[src/rtl/spi_reg_bank.sv]
// SPI mode-0 peripheral exposing NUM_REGS read/write configuration registers.
// All pin inputs are synchronised into clk; sclk edges are detected, never used as clocks.
module spi_reg_bank #(
    parameter int ADDR_W      = 7,
    parameter int DATA_W      = 8,
    parameter int NUM_REGS    = 5,
    parameter int SYNC_STAGES = 2,
    parameter logic [NUM_REGS*DATA_W-1:0] RESET_VAL = '0
) (
    input  logic                         clk,
    input  logic                         rst_n,
    input  logic                         sclk,
    input  logic                         copi,
    input  logic                         ncs,
    output logic                         cipo,
    output logic                         cipo_oe,
    output logic [NUM_REGS*DATA_W-1:0]   reg_out,
    output logic [NUM_REGS-1:0]          wr_strobe,
    output logic                         frame_err
);
    localparam int FRAME = 1 + ADDR_W + DATA_W;
    localparam int CNT_W = $clog2(FRAME + 2);
    localparam logic [CNT_W-1:0] CNT_FRAME      = CNT_W'(FRAME);
    localparam logic [CNT_W-1:0] CNT_MAX        = CNT_W'(FRAME + 1);
    localparam logic [CNT_W-1:0] CNT_LAST_ADDR  = CNT_W'(ADDR_W);
    localparam logic [CNT_W-1:0] CNT_LAST_BIT   = CNT_W'(FRAME - 1);
    localparam logic [CNT_W-1:0] CNT_FIRST_DATA = CNT_W'(ADDR_W + 2);

    logic [SYNC_STAGES-1:0]      sclk_sync_q, copi_sync_q, ncs_sync_q, settle_q;
    logic                        sclk_prev_q, ncs_prev_q, armed_q;
    logic [CNT_W-1:0]            cnt_q;
    logic [FRAME-1:0]            rx_shift_q;
    logic [DATA_W-1:0]           tx_shift_q;
    logic                        rd_active_q, commit_pend_q, err_pend_q;
    logic                        cipo_q, frame_err_q;
    logic [NUM_REGS-1:0]         wr_strobe_q;
    logic [NUM_REGS*DATA_W-1:0]  regs_q;

    logic                        sclk_s, copi_s, ncs_s, live;
    logic                        sclk_rise, sclk_fall, ncs_rise;
    logic [FRAME-1:0]            rx_next;
    logic [DATA_W-1:0]           rd_val;
    logic [NUM_REGS-1:0]         commit_hit;

    assign sclk_s  = sclk_sync_q[SYNC_STAGES-1];
    assign copi_s  = copi_sync_q[SYNC_STAGES-1];
    assign ncs_s   = ncs_sync_q[SYNC_STAGES-1];
    // armed_q blocks a frame whose ncs fall was lost to reset until ncs is seen high
    assign live      = armed_q & ~ncs_s;
    assign sclk_rise = live & sclk_s & ~sclk_prev_q;
    assign sclk_fall = live & ~sclk_s & sclk_prev_q;
    assign ncs_rise  = armed_q & ncs_s & ~ncs_prev_q;
    assign rx_next   = {rx_shift_q[FRAME-2:0], copi_s};

    always_comb begin
        rd_val = '0;
        for (int i = 0; i < NUM_REGS; i++) begin
            if (rx_next[ADDR_W-1:0] == ADDR_W'(i)) begin
                rd_val = regs_q[i*DATA_W +: DATA_W];
            end
        end
    end

    always_ff @(posedge clk) begin
        if (!rst_n) begin
            sclk_sync_q   <= '0;
            copi_sync_q   <= '0;
            ncs_sync_q    <= '1;
            settle_q      <= '0;
            sclk_prev_q   <= 1'b0;
            ncs_prev_q    <= 1'b1;
            armed_q       <= 1'b0;
            cnt_q         <= '0;
            rx_shift_q    <= '0;
            tx_shift_q    <= '0;
            rd_active_q   <= 1'b0;
            commit_pend_q <= 1'b0;
            err_pend_q    <= 1'b0;
            cipo_q        <= 1'b0;
            frame_err_q   <= 1'b0;
        end else begin
            sclk_sync_q   <= {sclk_sync_q[SYNC_STAGES-2:0], sclk};
            copi_sync_q   <= {copi_sync_q[SYNC_STAGES-2:0], copi};
            ncs_sync_q    <= {ncs_sync_q[SYNC_STAGES-2:0], ncs};
            settle_q      <= {settle_q[SYNC_STAGES-2:0], 1'b1};
            sclk_prev_q   <= sclk_s;
            ncs_prev_q    <= ncs_s;
            armed_q       <= armed_q | (settle_q[SYNC_STAGES-1] & ncs_s);
            commit_pend_q <= 1'b0;
            err_pend_q    <= ncs_rise && (cnt_q != CNT_FRAME);
            frame_err_q   <= err_pend_q;
            cipo_q        <= rd_active_q & tx_shift_q[DATA_W-1];
            if (!live) begin
                cnt_q       <= '0;
                rd_active_q <= 1'b0;
            end else if (sclk_rise) begin
                if (cnt_q != CNT_MAX)      cnt_q <= cnt_q + 1'b1;
                if (cnt_q < CNT_FRAME)     rx_shift_q <= rx_next;
                if (cnt_q == CNT_LAST_ADDR) begin
                    tx_shift_q  <= rd_val;
                    rd_active_q <= ~rx_next[ADDR_W];
                end
                if (cnt_q == CNT_LAST_BIT) commit_pend_q <= 1'b1;
            end else if (sclk_fall && rd_active_q && cnt_q >= CNT_FIRST_DATA) begin
                // the fall right after the last address bit must keep the MSB for the next rise
                tx_shift_q <= {tx_shift_q[DATA_W-2:0], 1'b0};
            end
        end
    end

    for (genvar gi = 0; gi < NUM_REGS; gi++) begin : g_hit
        assign commit_hit[gi] = commit_pend_q && rx_shift_q[FRAME-1] &&
                                (rx_shift_q[FRAME-2 -: ADDR_W] == ADDR_W'(gi));
    end

    always_ff @(posedge clk) begin
        if (!rst_n) begin
            regs_q      <= RESET_VAL;
            wr_strobe_q <= '0;
        end else begin
            wr_strobe_q <= commit_hit;
            for (int i = 0; i < NUM_REGS; i++) begin
                if (commit_hit[i]) regs_q[i*DATA_W +: DATA_W] <= rx_shift_q[DATA_W-1:0];
            end
        end
    end

    assign cipo      = cipo_q;
    assign cipo_oe   = ~ncs_s;
    assign reg_out   = regs_q;
    assign wr_strobe = wr_strobe_q;
    assign frame_err = frame_err_q;
endmodule

[config.mk]
export PLATFORM = sky130hd
export DESIGN_NAME = spi_reg_bank
export DESIGN_NICKNAME = d
export VERILOG_FILES = /design/src/rtl/spi_reg_bank.sv
export SDC_FILE = /design/constraint.sdc
export NUM_CORES = 1
export LEC_CHECK = 0
export ABC_AREA = 1
export BUFFER_PORTS_ARGS = -buffer_cell sky130_fd_sc_hd__buf_2
export CORE_UTILIZATION = 59
export CTS_BUF_LIST = sky130_fd_sc_hd__clkbuf_16
export DETAILED_ROUTE_END_ITERATION = 7
export GPL_TIMING_DRIVEN = 0
export HOLD_SLACK_MARGIN = 0.12
export PLACE_DENSITY = 0.82
export SYNTH_ARGS = -nofsm -noshare
export SYNTH_HDL_FRONTEND = slang
export SYNTH_SLANG_ARGS = --single-unit
[constraint.sdc]
create_clock -name clk -period 2.8 [get_ports clk]
set_clock_uncertainty 0.1 [all_clocks]
set_input_delay 0.56 -clock clk [delete_from_list [all_inputs] [get_ports clk]]
set_output_delay 0.56 -clock clk [all_outputs]
set_load 0.03 [all_outputs]
# ---- Word-level counts from Yosys, hierarchy flattened
# Cells that the tools add are included.
dict set report word_totals {
  output_inout_bits 48
  rom_bits 0
  input_bits 5
  latchBits 0
  mem_bits_rw 0
  ff_bits 90
  elab_cells 81
  memories 0
}
dict set report op_classes {
  magnitude_cmp 2
  reduce_logical 18
  muxes 10
  n_bitwise 15
  multipliers 0
  shifts 0
  n_addsub 1
  eq_ne 13
  div_mod_pow 0
}
# op count
set op_table {}
lappend op_table {{two-way mux 8 bit} 8}
lappend op_table {{== test 7 x 2 -> 1 bit (second input constant)} 4}
lappend op_table {{== test 7 x 1 -> 1 bit (second input constant)} 2}
lappend op_table {{== test 7 x 3 -> 1 bit (second input constant)} 2}
lappend op_table {{zero test 7 bit} 2}
lappend op_table {{!= test 5 bit (second input constant)} 2}
lappend op_table {{bitwise AND 1 bit} 9}
lappend op_table {{logical AND 1 bit} 9}
lappend op_table {{AND reduction 3 bit} 3}
lappend op_table {{AND reduction 2 bit} 3}
lappend op_table {{adder 5 x 1 -> 5 bit (second input constant)} 1}
lappend op_table {{== test 5 x 3 -> 1 bit (second input constant)} 1}
lappend op_table {{== test 5 x 4 -> 1 bit (second input constant)} 1}
lappend op_table {{greater-or-equal comparator 5 x 4 -> 1 bit (second input constant)} 1}
lappend op_table {{less-than comparator 5 bit (second input constant)} 1}
lappend op_table {{inverter 1 bit} 5}
lappend op_table {{two-way mux 1 bit} 2}
lappend op_table {{!= test 2 x 1 -> 1 bit (second input constant)} 1}
lappend op_table {{nonzero test 2 bit} 1}
lappend op_table {{OR 1 bit} 1}

# ---- Depth between registers and ports, before layout
# Gate-level depths: netlist of the first run.
dict set report logic_depth {
  depth_word 8
  depth_mapped 13
  ltp_nobuf 12
}

# ---- Worst setup path after synthesis of the first run
# Ideal clock, no wire load.
dict set report synth_timing {
  path_type {register to register}
  startpoint {reg cnt_q[0]}
  endpoint {reg tx_shift_q[2]}
  arrival_ps 1315
  setup_slack_ps 1266
  path_buffers 1
  required_ps 2581
  path_stages_with_launch 10
  setup_ps 119
  cell_sequence {dfxtp_1 > ha_1 > nand2_1 > nor3_1 > nand2_1 > nand2_1 > nand2_2 > buf_6 > a21oi_1 > a21oi_2}
}
dict set report synth_between {
  elab_chain_len 4
  elab_cells_between_ends 6
  classes_between {order compare (1); eq/ne (2); reduce/logical (3)}
}
# item line_no
set synth_lines {}
lappend synth_lines {{from (decl)} 31} ;# logic [CNT_W-1:0] cnt_q;
lappend synth_lines {{from (signal assigned)} 97} ;# if (cnt_q != CNT_MAX) cnt_q <= cnt_q + 1'b1;
lappend synth_lines {{greater-or-equal comparator 5 x 4 -> 1 bit} 104} ;# end else if (sclk_fall && rd_active_q && cnt_q >= CNT_FIRST_DATA) begin
lappend synth_lines {{logical AND 1 bit} 104}
lappend synth_lines {{nonzero test 2 bit (no line)} -}
lappend synth_lines {{AND reduction 3 bit (no line) (*)} -}
lappend synth_lines {{to (signal assigned)} 100} ;# tx_shift_q <= rd_val;
lappend synth_lines {{to (signal assigned)} 106} ;# tx_shift_q <= {tx_shift_q[DATA_W-2:0], 1'b0};
lappend synth_lines {{to (decl)} 33} ;# logic [DATA_W-1:0] tx_shift_q;
# Every way passes the cells marked *; elsewhere a longest branch is shown, timed or not.
# A chain may end at the register's enable or synchronous reset.

# ---- Final worst setup path of the first run
dict set report layout_timing {
  startpoint {reg cnt_q[0]}
  endpoint {reg tx_shift_q[6]}
}
# The elaborated chain is that of the path after synthesis.

==> flow_metrics.tcl, run 1 <==
set metrics [dict create \
    max_stage_delay_ns 0.40 \
    syn_area_um2 3736 \
    layout_setup_ws_ns 0.9910 \
    cts_sinks 90 \
    cts-root-buf "clkbuf_16" \
    vdd_drop_max_mv 0.4271 \
    routedWlPerCell_um 15.74 \
    drv_slew 0 \
    fin_area_um2 4392 \
    grt_antenna_before_repair 0 \
    ys_ff_latch 90 \
    core_um2 6026 \
    clkPwrFrac 0.472 \
    cts.path.max_buffers 2 \
    synth_most_common_cell "dfxtp_1" \
    ant_nets 0 \
    ys_types 32 \
    drt_iter0_drc 338 \
    yosys_warnings 0 \
    outcome "completed" \
    p_leak_nw 1.990 \
    nets 542 \
    cts_max_level 3 \
    netlist_top_cells_area "dfxtp_1, a21oi_1, o21ai_0" \
    holdBufCountCts 0 \
    drive_above_1_share 0.2100 \
    worst_setup_path_end_kind "flip-flop" \
    die_area_um2 6654 \
    crit_type "reg2reg" \
    fin_tns_setup_ns 0 \
    rsz0062_at_grt "no" \
    path_cells "ha_1 -> nand2_1 -> nor3_1 -> nand2_1 -> nand2_1 -> nand2_2 -> buf_6 -> a21oi_1 -> a21oi_1" \
    avgSynthCellArea_um2 7.949 \
    drcViolationCount 0 \
    critical_path_arrival_ns 1.93 \
    io_buffers 52 \
    fin_crit_ns 1.809 \
    p_sw_uw 557.6 \
    critPathLaunchType "flip-flop" \
    grt_max_degree 17 \
    postSynthCellCount 470 \
    place_congestion 0.9544 \
    grt_pass1_vias 3078 \
    synth_fp_nets 479 \
    via_per_inst 5.684 \
    fp.dieW_um 81.58 \
    fp.dieH_um 81.58 \
    yosys.area.top_type "dfxtp_1" \
    grt_usage 0.3069 \
    initial_core_util 0.6200 \
    dr_total_vias 3484 \
    worst_pin_slew_ns 0.5228 \
    synth_edf_count 0 \
    pre_cts_ws_ns 1.037 \
    setup-violations-final 0 \
    place_area_um2 4090 \
    swShare 0.2179 \
    place_hpwl_mm 6.988 \
    grt_first_pass_wirelength_mm 15.01 \
    cp_common_cell "nand2_1" \
    postCtsSetupBuffers 0 \
    clk_pin_slew_worst_paths_ns 0.07 \
    combinationalPowerShare 0.023 \
    pwr-share-seq 0.505 \
    synth-seq-area-share 0.4823 \
    drt_wl_total_mm 9.646 \
    holdWs_ns 0.3060 \
    power.density_nw_per_um2 582.8 \
    clk_latency_ns 0.34 \
    finalHoldViolCount 0 \
    cts-resized-gates 0 \
    firstDrtPassIters 5 \
    cts_tree "done" \
    fmax_mhz 552.8 \
    synth_ff_type "dfxtp_1" \
    globalRoute.totalOverflow 0 \
    slew_headroom 0.6514 \
    power.internal_mw 2.002 \
    drv_cap 0 \
    total_power_mw 2.559 \
    critPathMaxFanout 10 \
    hold_path.class "in2reg" \
    synthTopCellsByCount "dfxtp_1, a21oi_1, o21ai_0" \
    io_pins 53 \
    postSynth.asyncResetShare 0 \
    rows 28 \
    cts_made_buffers 9 \
    crit_required_ns 2.93 \
    synth_top_area_share 0.4823 \
    slowest_stage "dfxtp_1" \
    area_growth_pct 17.55 \
    n_antenna_cell 0 \
    fin_crit_sh 0.6461 \
    reg2reg_depth 9 \
    hold_depth 3 \
]
## area by class of cell
cell class	instances	area (um^2)
sequential	90	1802
clock inverter	7	76.32
tap	75	93.84
fill	494	1634
multi-input combinational	306	1593
inverter	53	201.4
buffer	21	140.1
timing repair buffer	52	260.3
clock buffer	9	225.2
## path summary, 6_finish.rpt
check                    to  slack (ns)       start
min          copi_sync_q[0]        0.31        copi
max reg2reg   tx_shift_q[6]        0.99    cnt_q[0]
max           tx_shift_q[6]        0.99    cnt_q[0]
min reg2reg       frame_err        0.31  err_pend_q
## cell families (layout without fill, tap and decap cells)
| family | after synthesis | in the layout | share of synthesized area |
|---|---|---|---|
| flops | 90 | 90 | 0.4823 |
| buf+inv | 74 | 142 | 0.09142 |
| compound gates | 151 | 151 | 0.2130 |
| simple gates | 151 | 151 | 0.1999 |
| fa+ha+maj | 4 | 4 | 0.01340 |
## power groups by stage
stage	registers, mW	clock network [mW]	logic [mW]
finish	1.29	1.21	0.0591
floorplan	1.32	0	0.0399
global route	1.29	1.26	0.0648
detailed placement	1.32	0	0.0572
global placement	1.32	0	0.0554
CTS	1.29	1.21	0.0580
## worst max-delay path: cells and delay by family (launching register included)
kind | cells | cell delay (ns)
DFF | 1 | 0.40
AOI/OAI and AO/OA | 2 | 0.23
and+or+nand+nor | 5 | 0.60
buffers and inverters | 1 | 0.16
adders and majority gates | 1 | 0.20
## per-stage QoR
step / util / instances
final: 0.7288 / 613
after global routing: 0.7288 / 613
after CTS: 0.7288 / 613
after detailed placement: 0.6788 / 597
after global placement: 0.6788 / 597
after floorplan: - / 470
## registers in the layout, indices dropped and copies added (netlist names), 2 cells and up
register and flops:
tx_shift_q 8, reg_out 40, sclk_sync_q 2, wr_strobe 5
copi_sync_q 2, cnt_q 5, settle_q 2, rx_shift_q 16
ncs_sync_q 2
## cells in the final DEF (no fill, tap or decap), types with 2 or more instances in the layout
cell,n
inv_2,5
nor3_1,3
nand3_1,45
nor2_4,2
clkinv_2,3
inv_1,45
clkinvlp_4,2
inv_6,2
nor3_4,4
nand4_1,3
dfxtp_1,90
buf_4,2
a21oi_1,72
a21oi_2,4
ha_1,4
o21ai_1,4
nor2_2,3
nand2_2,8
buf_6,5
buf_2,55
nand2_1,51
o21ai_0,61
or2_2,2
nor2_1,28
o21bai_1,8
clkbuf_1,8
clkbuf_16,9
## metal layers
layer / routed length, um / share of wire / global-route usage / vias to the layer above
met1: 4189 / 0.43 / 0.4222 / 1593
met2: 4347 / 0.45 / 0.4567 / 163
met3: 831 / 0.086 / 0.05889 / 25
li1: - / - / - / 1703
met5: 0 / 0 / 0 / -
met4: 277 / 0.029 / 0.1596 / 0
Power figures use the tool's default switching activity.
==> inputs of run 2 (changes only) <==
- ABC_AREA: 1 -> 0
- CORE_UTILIZATION: 59 -> 56
- PLACE_DENSITY: 0.82 -> 0.78
- clock period: 2.8 -> 1.8 ns (I/O delays scaled with it)
==> flow_metrics.tcl, run 2 <==
set metrics [dict create \
    syn_area_um2 3675 \
    via_per_inst 5.774 \
    yosys.area.top_type "dfxtp_1" \
    grt_max_degree 17 \
    postSynth.asyncResetShare 0 \
    path_cells "or4b_4 -> or3_4 -> nor3_4 -> buf_12 -> mux2i_1" \
    synth-seq-area-share 0.4903 \
    cts.path.max_buffers 2 \
    fp.dieH_um 83.01 \
    slowest_stage "or4b_4" \
    fin_crit_ns 1.927 \
    synth_most_common_cell "dfxtp_1" \
    slew_headroom 0.6116 \
    grt_usage 0.2746 \
    layout_setup_ws_ns -0.1271 \
    total_power_mw 3.863 \
    synth_fp_nets 385 \
    drcViolationCount 0 \
    place_area_um2 4080 \
    initial_core_util 0.5787 \
    ys_types 48 \
    ff_latch_area_um2 1823 \
    netlist_top_cells_area "dfxtp_1, mux2i_1, nand2_1" \
    area_growth_pct 26.52 \
    worst_setup_path_end_kind "flip-flop" \
    synth_top_area_share 0.4903 \
    firstDrtPassIters 4 \
    final_common_cell "dfxtp_1" \
    grt_pass1_vias 2956 \
    n_antenna_cell 0 \
    synth_ff_type "dfxtp_1" \
    finalNonFillerCells 535 \
    drt_wl_total_mm 9.295 \
    m1WireLength_mm 3.963 \
    synthAdderAreaFrac 0.01362 \
    fillerInstances 450 \
    fin_area_um2 4649 \
    violations "setup timing" \
    power.density_nw_per_um2 830.8 \
    fmax_mhz 518.9 \
    multi_input_area_um2 1861 \
    synth_simple_gate_area_frac 0.2033 \
    clk_pin_slew_worst_paths_ns 0.06 \
    avgSynthCellArea_um2 9.773 \
    outcome "complete, but fails checks" \
    grt_first_pass_wirelength_mm 14.76 \
    dr_total_vias 3089 \
    ant_nets 0 \
    cts_sinks 90 \
    place_congestion 0.8488 \
    drive_above_1_share 0.2838 \
    cts_tree "done" \
    synth.mux.area_fraction 0.1621 \
    io_pins 53 \
    core_um2 6350 \
    synthTopCellsByCount "dfxtp_1, nand2_1, mux2i_1" \
    met3_length_um 513 \
    routedWlPerCell_um 17.37 \
    synth-compound-area-share 0.07831 \
    yosys_warnings 0 \
    dpl.cell_count 505 \
    cts_max_level 3 \
    vdd_drop_max_mv 0.6321 \
    clk_latency_ns 0.34 \
    grt_antenna_before_repair 0 \
    rows 29 \
    hold_path.class "in2reg" \
    critPathLaunchType "flip-flop" \
    fp.dieW_um 83.01 \
    cts-root-buf "clkbuf_16" \
    synth_top_family_by_area "simple AND/OR/NAND/NOR gates" \
    finalHoldViolCount 0 \
    nets 462 \
    drv_cap 0 \
    cts_made_buffers 9 \
    place_hpwl_mm 5.907 \
    fin_crit_sh 1.071 \
    top_layer "met4" \
    critical_path_arrival_ns 2.09 \
    ys_ff_latch 90 \
    crit_required_ns 1.97 \
    rsz0062_at_grt "yes" \
    io_buffers 52 \
    drv_slew 0 \
    postSynthCellCount 376 \
    setup-violations-final 20 \
    die_area_um2 6890 \
    globalRoute.totalOverflow 0 \
    finish.utilization 0.7322 \
    drt_iter0_drc 256 \
    wl_met2_mm 4.589 \
    largest_register_ffs 40 \
    final_cell_mix "dfxtp_1, nand2_1, buf_2" \
    synth_xor_area_frac 0.007150 \
    synth_edf_count 0 \
    max_stage_delay_ns 0.56 \
    critPathMaxFanout 8 \
    p_leak_nw 1.939 \
    crit_type "reg2reg" \
    worst_pin_slew_ns 0.5827 \
]
run 2: cell count changes after synthesis, moves of 16 or more:
cell | before | now
nand2_1 | 51 | 67
inv_1 | 45 | 9
nand3_1 | 45 | 3
o21ai_0 | 61 | 0
a21oi_1 | 72 | 19
mux2i_1 | 0 | 46
run 2: worst max-delay path: cells and delay by family (launching register included):
family                 cells  cell delay (ns)
DFF                        1             0.32
buffers and inverters      1             0.17
muxes                      1             0.18
and+or+nand+nor            3             1.09
run 2: cell type report:
cell class,instances,share of cell area
Clock inverter,7,0.01157
Tap cell,77,0.02072
Inverter,10,0.008073
Clock buffer,9,0.04844
Buffer,17,0.02799
Multi-Input combinational cell,256,0.4002
Timing Repair Buffer,69,0.09096
Sequential cell,90,0.3921
run 2: timing repair:
action / in CTS / in global routing
gates resized for setup: 25 / 17
setup endpoints to repair: 45 / 47
hold buffers: 1 / 0
endpoints found under the hold margin: 1 / 0
buffers inserted: 11 / 5
gates cloned: 0 / 1
pin swaps: 8 / 9
run 2: report_power, final:
group          switching, mW  leakage, nW  internal [mW]  total (mW)
registers             0.0100        0.733           2.00        2.01
logic                 0.0559         1.06         0.0303      0.0862
clock network          0.720        0.148           1.05        1.77
total                  0.786         1.94           3.08        3.86
run 2: layer usage:
metal | track usage | vias to the layer above
li1 | - | 1461
met2 | 0.4627 | 110
met4 | 0.1395 | 0
met3 | 0.04970 | 19
met1 | 0.3366 | 1499
met5 | 0 | -
run 2: stage by stage:
| stage | setup slack [ns] | hold slack (ns) | TNS (ns) |
|---|---|---|---|
| after floorplan | -0.1532 | 0.2808 | -1.982 |
| after global routing | -0.1658 | 0.1275 | -2.667 |
| after detailed placement | -0.3961 | 0.2950 | -10.88 |
| after CTS | -0.1854 | 0.1234 | -2.705 |
| after global placement | -0.3547 | 0.2914 | -9.829 |
| final | -0.1271 | 0.1248 | -1.615 |
run 2: worst paths after layout:
path / start / to / slack, ns / cells after the start
worst max-delay path: rx_shift_q[11] / reg_out[23] / -0.13 / 5
worst min-delay path: copi / copi_sync_q[0] / 0.12 / 2
worst max register to register: rx_shift_q[11] / reg_out[23] / -0.13 / 5
worst min register to register: ncs_prev_q / err_pend_q / 0.30 / 1
run 2: logic make-up after synthesis:
family | count (synthesis)
fa+ha+maj | 4
simple gates | 155
flops | 90
mux | 52
xor+xnor | 3
compound gates | 41
buf+inv | 31
